==> src/rtl/regfile.sv <==
// regfile: 2**ADDR_W x WIDTH register bank with two combinational read ports
// and one synchronous write port. Register 0 always reads as zero.
module regfile #(
    parameter int unsigned WIDTH  = 32,
    parameter int unsigned ADDR_W = 5
) (
    input  logic              clk,
    input  logic              reset,
    input  logic              we3,
    input  logic [ADDR_W-1:0] a1,
    input  logic [ADDR_W-1:0] a2,
    input  logic [ADDR_W-1:0] a3,
    input  logic [WIDTH-1:0]  wd3,
    output logic [WIDTH-1:0]  rd1,
    output logic [WIDTH-1:0]  rd2
);

    localparam int unsigned NREGS = 1 << ADDR_W;

    logic [WIDTH-1:0] r_regs [NREGS];
    logic             w_wr_en;
    logic             w_a1_zero;
    logic             w_a2_zero;

    // Writes to register 0 are dropped so it never holds anything but zero
    assign w_wr_en   = we3 && (a3 != '0);
    assign w_a1_zero = (a1 == '0);
    assign w_a2_zero = (a2 == '0);

    // Storage update: synchronous clear has priority over the write port
    always_ff @(posedge clk) begin
        if (reset) begin
            for (int i = 0; i < int'(NREGS); i++) begin
                r_regs[i] <= '0;
            end
        end else if (w_wr_en) begin
            r_regs[a3] <= wd3;
        end
    end

    // Combinational read ports; address 0 is forced to zero independent of storage
    always_comb begin
        rd1 = w_a1_zero ? '0 : r_regs[a1];
        rd2 = w_a2_zero ? '0 : r_regs[a2];
    end

endmodule

==> config.mk <==
export PLATFORM = sky130hd
export DESIGN_NAME = regfile
export DESIGN_NICKNAME = d
export VERILOG_FILES = /design/src/rtl/regfile.sv
export SDC_FILE = /design/constraint.sdc
export NUM_CORES = 2
export LEC_CHECK = 0
export ABC_CLOCK_PERIOD_IN_PS = 4850
export BUFFER_PORTS_ARGS = -buffer_cell sky130_fd_sc_hd__buf_4
export CORE_ASPECT_RATIO = 0.6
export CORE_UTILIZATION = 60
export CTS_BUF_LIST = sky130_fd_sc_hd__clkbuf_16
export DETAILED_ROUTE_END_ITERATION = 8
export PLACE_DENSITY = 0.76
export SYNTH_ARGS = -nofsm -noshare
export SYNTH_HDL_FRONTEND = slang
export SYNTH_SLANG_ARGS = --single-unit
==> constraint.sdc <==
create_clock -name clk -period 4.85 [get_ports clk]
set_input_delay 0.2425 -clock clk [delete_from_list [all_inputs] [get_ports clk]]
set_output_delay 0.2425 -clock clk [all_outputs]
set_load 0.02 [all_outputs]
==> key figures <==
STA
  • Shortest period the worst path allows: around 4.1 ns
  • Fin. max-slew vios: 0
  • Final number of setup-violating endpoints: 0
  • Actual slew at the worst max-slew pin: approximately 1.3 ns
  • Final critical-path share of the clock period: a little over four fifths
  • Unrepaired setup endpoints after global routing: no
  • Final Worst Setup Slack: roughly 0.78 ns
  • Summed negative setup slack over all endpoints: 0 ns
  • Final Hold Vio Count: 0
  • Highest clock rate: between 0.2 and 0.25 GHz
  • Max transition margin: 14.2%

Clocking
  • Clk sinks: a little over 1000
  • CTS Hold Bufs: 0
  • CTS buffer count: 92
  • Postcts setup bufs: 0
  • Clock tree from TritonCTS: yes
  • CTS H-tree lvls: 3
  • CTS root buffer: sky130_fd_sc_hd__clkbuf_16
  • Buffer depth of the longest clock path: 3
  • Number of resized instances in the post-cts repair step: 0
  • Reg clk slew, reported paths: 0.07 ns

Critical path
  • Cell mode on critical path: sky130_fd_sc_hd__buf_4
  • Critical path buffer and inverter count: 3
  • Ordered list of cells on the worst path: buf_6 -> or3b_2 -> buf_4 -> o22ai_1 -> a2111oi_1 -> nor3_1 -> buf_4
  • Startpoint types: input pin
  • CP Capture Type: output pin
  • CP top delay family: simple AND/OR/NAND/NOR gates
  • Required time of the critical path: ~4.6 ns
  • Class of the most critical setup path: input pin to output pin
  • Arr. time, crit path: roughly 3.8 ns
  • Worst-path fanout max: 52
  • Largest incremental delay on the critical path: ~0.94 ns
  • Cell with the largest stage delay on the worst path: sky130_fd_sc_hd__or3b_2
  • Path length in cells of the critical path: 7

Detailed routing
  • DR DRC count: 0
  • Via density: 7.38
  • Met2 WL post-DR: ~76000 um
  • Drt pass-1 iters: 9
  • Via count: 35100
  • Post-Route M1 WL: about 60000 um
  • Wirelength per Cell: around 37 um
  • Top layer used by detailed routing: met5
  • Iter 0 DRT Violations: 5934
  • Met3 WL: ~28000 um
  • Overall routed net length: between 150000 and 200000 um
  • Post-detailed-route count of antenna-violating nets: 0

Yosys
  • Sequential cell area fraction in the yosys report: a little under three fifths
  • Dominant register cell in the synthesized netlist: sky130_fd_sc_hd__edfxtp_1
  • Largest cells by area after synthesis: sky130_fd_sc_hd__edfxtp_1, sky130_fd_sc_hd__mux4_2, sky130_fd_sc_hd__and2_1
  • Count of mapped cells out of synthesis: 3502
  • Synthesized flop and latch total: just over 1000
  • Yosys top cell area share: ~57%
  • Fraction of synthesis flops using an asynchronous set or reset pin: 0%
  • Cell Area, Synth: roughly 0.054 sq mm
  • Number of synthesized flops with an enable pin: about 1000
  • Mean area per synthesized cell: around 15 sq um
  • Number of unique standard cell types used by synthesis: 42
  • Yosys warning count: 0
  • Yosys top cell by area: sky130_fd_sc_hd__edfxtp_1

Global routing
  • Number of global-route vias before repair: 34900
  • GR Overflow Total: 0
  • Maximum number of pins on one net before global-route repair: 95
  • Global-route usage over all layers: 38.2%
  • Initial antenna violation count: 7
  • First-pass GRT wire length: approximately 250000 um

Final layout
  • Most common cell after layout, fill and taps aside: sky130_fd_sc_hd__edfxtp_1
  • Flip-flop count of the largest register, all copies and words added: 1024
  • Share of post-route cells with drive strength above 1: between 20% and 30%
  • Leading registers by flop count: r_regs: 1024 flops
  • Register bank with the most flops: r_regs
  • Most used cells in the layout excluding fill and tap cells: sky130_fd_sc_hd__edfxtp_1, sky130_fd_sc_hd__and2_1, sky130_fd_sc_hd__mux4_2
  • Post-synthesis to final-layout area growth: 9.08%
  • Fin nets: 3537

Power and ir drop
  • Net switching power: 5.16 mW
  • Leakage power total: a little over 20 nW
  • Post-layout power: slightly above 20 mW
  • Switching Fraction: 25.4%
  • Flop pwr share: 51.8%
  • Cell area power density: between 300 and 400 mW/mm^2
  • Combinational Power Share: 13.0%
  • Portion of total power attributed to the clock network: a little over a third
  • Worst ir drop on vdd: 0.000321 V
  • Internal portion of total power: 15.2 mW

Place
  • Estimated wirelength of the detail-placed design: between 100000 and 150000 um
  • Number of buffers added on ports: around 110
  • Post-placement setup slack: around 1.1 ns
  • Final estimated routing congestion in global placement: 0.917

Min path
  • HP Class: input pin to register
  • Number of cells on the worst hold path: 2

Floorplan
  • Std cell rows: 84
  • IO Pins: ~110
  • Die height: 235 um
  • Die Outline Area: approximately 0.092 sq mm
  • Floorplan core area: 0.0885 sq mm
  • Die span in x: 390 um
  • Starting density of the core: just over 60%

Run status
  • Outcome: finished clean

Flow run
  • Number of max-capacitance violations reported: 0
## cell usage after synthesis (5+ instances only)
cell and instances:
sky130_fd_sc_hd__nor4_1 6, sky130_fd_sc_hd__nor3_1 54, sky130_fd_sc_hd__mux4_2 472, sky130_fd_sc_hd__clkbuf_1 272, sky130_fd_sc_hd__buf_6 22, sky130_fd_sc_hd__buf_4 31, sky130_fd_sc_hd__a2111oi_1 41, sky130_fd_sc_hd__a22o_1 51
sky130_fd_sc_hd__nand3b_1 5, sky130_fd_sc_hd__nand2_1 7, sky130_fd_sc_hd__buf_1 18, sky130_fd_sc_hd__and2_1 995, sky130_fd_sc_hd__a21oi_1 12, sky130_fd_sc_hd__or2_2 33, sky130_fd_sc_hd__a211oi_1 7, sky130_fd_sc_hd__mux2_2 30
sky130_fd_sc_hd__a2111oi_0 14, sky130_fd_sc_hd__nor2_1 36, sky130_fd_sc_hd__nor2b_1 14, sky130_fd_sc_hd__buf_2 44, sky130_fd_sc_hd__o22ai_1 103, sky130_fd_sc_hd__edfxtp_1 1024, sky130_fd_sc_hd__a22oi_1 16, sky130_fd_sc_hd__mux2i_1 150
sky130_fd_sc_hd__nand2b_1 5, sky130_fd_sc_hd__nand3_1 5
## through the flow
step | hold slack (ns) | instances | instance area, sq um | utilization [%]
6_report | 0.0530 | 4764 | 59200 | 66.8
5_1_grt | 0.0370 | 4761 | 59100 | 66.8
4_1_cts | 0.0254 | 4760 | 59100 | 66.8
3_5_place_dp | 0.763 | 4597 | 56300 | 63.6
3_3_place_gp | 0.747 | 4597 | 56300 | 63.6
2_1_floorplan | 0.441 | 3533 | 54300 | -
## power by group through the flow
stage                     logic, mW  clock network [mW]  registers (mW)
after floorplan                1.67                   0            10.5
after global placement         2.53                   0            10.6
after detailed placement       2.58                   0            10.7
after CTS                      2.59                7.14            10.5
after global routing           2.71                7.47            10.5
final                          2.65                7.14            10.5
## final timing paths
| check | startpoint | endpoint | slack (ns) |
|---|---|---|---|
| worst max-delay path | a2[2] | rd2[11] | 0.78 |
| worst min-delay path | wd3[0] | r_regs[6][0] | 0.05 |
## routing by layer
| metal | global-route usage, % | up-vias |
|---|---|---|
| met3 | 13.4 | 644 |
| met2 | 55.7 | 3403 |
| li1 | - | 13500 |
| met4 | 17.5 | 4 |
| met1 | 52.1 | 17600 |
| met5 | 0 | - |
## kinds of logic after synthesis
group | Yosys count | synth area share [%]
other | 1 | 0.00691
AOI/OAI and AO/OA | 259 | 3.65
buffers and inverters | 389 | 3.31
and+or+nand+nor | 1177 | 13.3
DFF | 1024 | 56.7
muxes | 652 | 23.0
## final cells by class
cell class	count	area (sq um)
diodes	4	10.0
clock buffers	95	2380
clock inverters	68	452
fillers	5953	29300
inverters	2	7.51
multi-input cells	2120	21900
flip-flops and latches	1024	30700
well taps	1204	1510
repair buffers	247	2130
(Power assumes the default switching activity.)
